$ cat config.mk
export PLATFORM = sky130hd
export DESIGN_NAME = pkt_mem_arbiter
export DESIGN_NICKNAME = d
export VERILOG_FILES = /design/src/rtl/pkt_mem_arbiter.sv
export SDC_FILE = /design/constraint.sdc
export NUM_CORES = 1
export LEC_CHECK = 0
export BUFFER_PORTS_ARGS = -buffer_cell sky130_fd_sc_hd__buf_4
export CAP_MARGIN = 20
export CORE_ASPECT_RATIO = 0.6
export CORE_MARGIN = 2
export CORE_UTILIZATION = 30
export DETAILED_ROUTE_END_ITERATION = 16
export HOLD_SLACK_MARGIN = 0.08
export SYNTH_ARGS = -nofsm -noshare
export SYNTH_HDL_FRONTEND = slang
export SYNTH_SLANG_ARGS = --single-unit
$ cat constraint.sdc
create_clock -name CLK -period 2.2 [get_ports CLK]
set_input_delay 0 -clock CLK [delete_from_list [all_inputs] [get_ports CLK]]
set_output_delay 0 -clock CLK [all_outputs]
set_load 0.02 [all_outputs]
$ cat src/rtl/pkt_mem_arbiter.sv
// pkt_mem_arbiter: round-robin, packet-locked arbiter feeding a registered packet-memory write port.
// Optional stall watchdog compiled in with PKT_ARB_WATCHDOG_EN.
module pkt_mem_arbiter #(
    parameter int NUM_REQ     = 4,
    parameter int DATA_W      = 32,
    parameter int WDOG_CYCLES = 64
) (
    input  logic                         CLK,
    input  logic                         reset,
    input  logic [NUM_REQ-1:0]           req_valid_i,
    input  logic [NUM_REQ*DATA_W-1:0]    req_data_i,
    input  logic [NUM_REQ-1:0]           req_last_i,
    output logic [NUM_REQ-1:0]           req_ready_o,
    output logic [DATA_W-1:0]            mem_out,
    output logic                         mem_w_valid,
    input  logic                         w_ready,
    output logic                         mem_w_last,
    output logic [$clog2(NUM_REQ)-1:0]   grant_o,
    output logic                         busy_o,
    output logic                         abort_o
);
    localparam int GW = $clog2(NUM_REQ);
    localparam int IW = GW + 1;
    localparam logic [GW:0] NR = IW'(NUM_REQ);
    typedef enum logic {IDLE, LOCK} state_t;
    state_t state;
    logic [GW-1:0] rr_ptr, sel, nxt;
    logic [GW:0] idx;
    logic rdy, own_v, take, wdog_hit;
    // scan downward so the lowest offset from rr_ptr wins
    always_comb begin
        sel = rr_ptr;
        idx = '0;
        for (int k = NUM_REQ - 1; k >= 0; k--) begin
            idx = {1'b0, rr_ptr} + IW'(k);
            idx = (idx >= NR) ? idx - NR : idx;
            sel = req_valid_i[idx[GW-1:0]] ? idx[GW-1:0] : sel;
        end
    end
    assign nxt         = (grant_o == GW'(NUM_REQ - 1)) ? '0 : grant_o + 1'b1;
    assign rdy         = !mem_w_valid || w_ready;
    assign own_v       = req_valid_i[grant_o];
    assign busy_o      = state == LOCK;
    assign take        = busy_o && own_v && rdy;
    assign req_ready_o = (busy_o && rdy) ? NUM_REQ'(1) << grant_o : '0;
`ifdef PKT_ARB_WATCHDOG_EN
    localparam logic [7:0] WDOG_LIM = 8'(WDOG_CYCLES - 1);
    logic [7:0] wdog;
    assign wdog_hit = busy_o && !own_v && (wdog == WDOG_LIM);
`else
    assign wdog_hit = 1'b0;
    assign abort_o  = 1'b0;
`endif
    always_ff @(posedge CLK or posedge reset) begin
        if (reset) begin
            state       <= IDLE;
            rr_ptr      <= '0;
            grant_o     <= '0;
            mem_out     <= '0;
            mem_w_valid <= 1'b0;
            mem_w_last  <= 1'b0;
`ifdef PKT_ARB_WATCHDOG_EN
            wdog        <= '0;
            abort_o     <= 1'b0;
`endif
        end else begin
            if (take) begin
                mem_out     <= req_data_i[int'(grant_o) * DATA_W +: DATA_W];
                mem_w_last  <= req_last_i[grant_o];
                mem_w_valid <= 1'b1;
            end else if (w_ready) begin
                mem_w_valid <= 1'b0;
            end
            if (state == IDLE && |req_valid_i) begin
                grant_o <= sel;
                state   <= LOCK;
            end else if ((take && req_last_i[grant_o]) || wdog_hit) begin
                rr_ptr <= nxt;
                state  <= IDLE;
            end
`ifdef PKT_ARB_WATCHDOG_EN
            abort_o <= wdog_hit;
            wdog    <= (busy_o && !own_v && !wdog_hit) ? wdog + 1'b1 : '0;
`endif
        end
    end
endmodule

---- Word level (Yosys, flattened, before mapping) ----
Index checks and enable logic that the tools add are counted.
cells by class
  $add $sub $neg .......................... 8
  order comparisons ....................... 9
  eq/ne operators ......................... 1
  shift-type cells ........................ 2
  multiplexer cells ....................... 26
  bitwise gates (word level) .............. 2
  reductions and logical operators ........ 11
operators by type and width
  operator               number
  $shiftx A128 B8 Y32    1
  $mux W2                9
  $lt A2 B3 Y1 const B   5
  $bmux W1 S2            6
  $mux W1                10
  $ge A3 B3 Y1 const B   3
  $sub A2 B1 Y2 const B  4
  $add A2 B2 Y3 const B  2
  $logic_and A1 B1 Y1    5
  $mux W4                1
  $reduce_bool A2 Y1     2
  $reduce_or A4 Y1       1
  $shl A1 B2 Y4 const A  1
  $add A2 B1 Y3 const B  1
  $ge A2 B3 Y1 const B   1
  $add A2 B1 Y2 const B  1
  $eq A2 B2 Y1 const B   1
  $not A1 Y1             2
  $reduce_and A2 Y1      1
  $logic_not A1 Y1       1
  $logic_or A1 B1 Y1     1
storage, ports and cells
  bits in registers ....................... 39
  output and inout bits ................... 42

---- Longest topological paths before layout ----
  depth after elaboration ................. 9
  mapped depth ............................ 5
  mapped depth without buffers ............ 4

---- Worst setup path before layout ----
OpenSTA, ideal clock, no wires.
  path kind ............................... reg-to-reg
  start point ............................. register grant_o[0]
  end point ............................... register mem_out[0]
  setup time .............................. 125 ps
  arrival ................................. 1848 ps
  required time ........................... 2075 ps
  path slack .............................. 226 ps
  stages on the path, launching flop included .. 5
  buffers on the path ..................... 2
  clock period less this slack ............ 1974 ps
  path through ............................ dfrtp_1 buf_2 buf_2 mux4_2 mux2_4
between the ends
  longest elaborated chain between the ends .. 4
  elaborated cells on any way between the ends .. 5
  classes of those cells .................. 1 x shift; 2 x mux; 2 x reduce/logical
ends and longest elaborated chain
  item                                                         line  RTL
  from (decl)                                                  18    output logic [$clog2(NUM_REQ)-1:0] grant_o,
  from (signal assigned)                                       75    grant_o <= sel;
  branches (longest 4 deep; another with $shiftx A128 B8 Y32)  --
  to (signal assigned)                                         68    mem_out <= req_data_i[int'(grant_o) * DATA_W +: DATA_W];
  to (decl)                                                    14    output logic [DATA_W-1:0] mem_out,
Parallel ways; which one is timed is not known. The select of a mux whose other input is x is not followed.
A chain may end at the register's enable or synchronous reset.

---- Worst setup path after layout ----
  start point ............................. register grant_o[1]
  end point ............................... register rr_ptr[1]
between the ends
  longest elaborated chain between the ends .. 6
  elaborated cells on any way between the ends .. 11
  classes of those cells .................. 1 x add/sub; 1 x eq/ne; 5 x mux; 4 x reduce/logical
ends and longest elaborated chain
  item                              line  RTL
  $bmux W1 S2                       42    assign own_v = req_valid_i[grant_o];
  $mux W1 (not written as such)     42
  $logic_and A1 B1 Y1 (2 in a row)  44    assign take = busy_o && own_v && rdy;
  $logic_and A1 B1 Y1               77    end else if ((take && req_last_i[grant_o]) || wdog_hit) begin
  $reduce_and A2 Y1 (no line)       --
  to (signal assigned)              78    rr_ptr <= nxt;
  to (decl)                         27    logic [GW-1:0] rr_ptr, sel, nxt;
Several ways; a longest one is shown, not always the timed one. The select of a mux whose other input is x is not followed.

==> flow_summary.toml <==
[setup_path]
reg2regPathDepth = 4
r2r_slack_ns = 0.33
critPathMaxStageDelay_ns = 0.45
crit_arrival_ns = 2.03
timing.rr.end = "rr_ptr[1]"
worst_path_max_delay_cell = "buf_4"
crit_start = "grant_o[1]"
crit_type = "flop to flop"
startpoint_type = "flop"
cp_cell_sequence = "buf_4 -> mux4_2 -> nand4_1 -> mux2_2"
cp.required_ns = 2.36
r2r_start = "grant_o[1]"
critPathCaptureType = "flop"
worstPathMaxFanout = 38

[detailed_routing]
avgViaCountPerCell = 4.80
drt_iter0_markers = 71
routedWlPerCell_um = 17.3
route.vias.total = 2154
antenna_left = 0
wl_mm = 7.75
firstDrtPassIters = 4
drc = 0

[floorplan]
die-height_um = 76.1
core_area_mm2 = 0.00846
boundaryPins = 181
die_x_um = 124
rows = 26
die_area_mm2 = 0.00945
start_util = 0.307

[finish]
final_cell_area_mm2 = 0.00420
num-fill-cells = 777
diodes = 0
area_delta_synth_final_pct = 61.5
drive_gt1_frac = 0.783
nets = 479
utilization = 0.497

[synthesis]
syn-cell-area_mm2 = 0.00260
synthFlopType = "dfrtp_1"
synthXorXnorAreaFrac = 0
synth_edf_count = 0
synthMuxAreaShare = 0.489
syn_inst = 156
synth_cell_types = 29
yosysSeqAreaShare = 0.375
async_flop_share = 1.00
synth_top_family_by_area = "multiplexers"
synth_fa_ha_area_frac = 0.0192
syn-mean-instance-area_um2 = 16.7
synth_seq_cells = 39
synth_compound_area_frac = 0.0260
syn_nets = 299
synth_warnings = 0
yosys.area_share.simple = 0.0375

[sta]
setup_violations = 0
finalSetupTns_ns = 0
setup_ws_ns = 0.328
rsz0062_at_grt = "no"
fin_skew_ns = 0.00640
fin_crit_sh = 0.851
slew_violations = 0
period_needed_ns = 1.87
fmax_mhz = 534
tightest_slew_ns = 0.834
whs_ns = 0.109
hold_viol_final = 0
slew_headroom = 0.443

[placement]
dpl-instance-area_mm2 = 0.00404
place_congestion = 0.776
port_buffers = 179
pre_cts_ws_ns = 0.312
dp_hpwl_mm = 6.18

[power]
power_density_mw_per_mm2 = 1340
ir_worst_vdd_mv = 0.492
p_leak_uw = 0.00205

[cts]
numCtsBuffers = 5
cts.repair.resized = 0
max-clock-path-buffers = 2
numClockSinks = 39
clk_pin_slew_ns = 0.06
clock_latency_ns = 0.27
post_cts_buffers = 0
postCtsHoldBufs = 1
htreeDepth = 2
clock-root-buffer = "clkbuf_16"
tritoncts = "yes"

[worst_hold_path]
min_to = "grant_o[0]"
holdPathStages = 3
hp-start = "req_valid_i[0]"
hold_class = "input port to flop"

[global_route]
grt_pass1_vias = 2308
gr-usage-all-layers = 0.160
grt_pass1_wl_mm = 11.8
grt_overflow = 0
antenna_found_initial = 0
grt_max_degree = 40

[job]
max_cap_violations = 0

[status]
status = "finished, final reports clean"
-- state kept, by name (all words and copies together), names as in the netlist --
| register | count |
|---|---|
| rr_ptr | 2 |
| mem_w_last | 1 |
| grant_o | 2 |
| mem_w_valid | 1 |
| busy_o | 1 |
| mem_out | 32 |
-- synth_stat cells, types with 2 or more instances --
master / instances / area, um2
and3_1: 4 / 25.0
buf_12: 3 / 60.1
nor3b_1: 2 / 15.0
mux2_2: 5 / 56.3
nand2b_1: 2 / 12.5
inv_1: 5 / 18.8
mux2_4: 28 / 420
mux4_2: 34 / 766
clkbuf_1: 4 / 15.0
mux2i_1: 3 / 30.0
o21ai_0: 2 / 10.0
buf_2: 4 / 20.0
nor2_1: 3 / 11.3
dfrtp_1: 39 / 976
ha_1: 4 / 50.1
-- metal layers --
metal / GRT usage / wire length, um
met5: 0 / 0
met4: 0.0169 / 27
met3: 0.0539 / 720
met2: 0.266 / 3590
met1: 0.210 / 3410
-- where the power goes --
group	total (uW)	internal [uW]	leakage [uW]	switching (uW)
Combinational	3550	2040	0.00152	1510
Clock	715	449	0.0000739	266
Sequential	1380	1110	0.000457	272
-- logic make-up (layout without fill, tap and decap cells) --
| family | after synthesis | after routing |
|---|---|---|
| and+or+nand+nor | 15 | 15 |
| AOI/OAI and AO/OA | 9 | 9 |
| buffers and inverters | 18 | 199 |
| adders and majority gates | 4 | 4 |
| DFF | 39 | 39 |
| other | 1 | 1 |
| muxes | 70 | 70 |
-- cell usage in the layout, fill, tap and decap left out, types with 2 or more instances in the layout --
| master | count |
|---|---|
| buf_4 | 183 |
| dfrtp_1 | 37 |
| mux4_2 | 34 |
| mux2_4 | 28 |
| mux2_2 | 5 |
| clkbuf_16 | 5 |
| inv_1 | 4 |
| and3_1 | 4 |
| ha_1 | 4 |
| nor2_1 | 3 |
| mux2i_1 | 3 |
| nand2b_1 | 2 |
| o21ai_0 | 2 |
| nor3b_1 | 2 |
| dfrtp_2 | 2 |
| buf_12 | 2 |
-- metrics by stage --
step	power, uW	std cells
final	5650	449
after global routing	6010	449
after CTS	5750	449
after detailed placement	5000	440
after global placement	4950	440
after floorplan	3860	156
-- worst max-delay path: cells and delay by family (launching register included) --
| family | cells | cell delay [ns] |
|---|---|---|
| muxes | 2 | 0.74 |
| DFF | 1 | 0.37 |
| buffers and inverters | 1 | 0.45 |
| and+or+nand+nor | 1 | 0.19 |
-- worst max-delay path by stage --
stage                     cells past startpoint    endpoint
after global routing                          4   rr_ptr[1]
after global placement                        4   rr_ptr[1]
after detailed placement                      4   rr_ptr[1]
after floorplan                               4  mem_out[0]
final                                         4   rr_ptr[1]
after CTS                                     4   rr_ptr[1]
-- cell type report --
| class | count | area (um2) | area share |
|---|---|---|---|
| clock buffer | 7 | 143 | 0.0340 |
| clock inverter | 1 | 5.00 | 0.00119 |
| inverter | 5 | 18.8 | 0.00447 |
| multi-input combinational | 99 | 1490 | 0.355 |
| sequential | 39 | 978 | 0.233 |
| tap | 112 | 140 | 0.0334 |
| timing repair buffer | 186 | 1420 | 0.339 |
No activity file was read; power rests on OpenSTA's default activity.
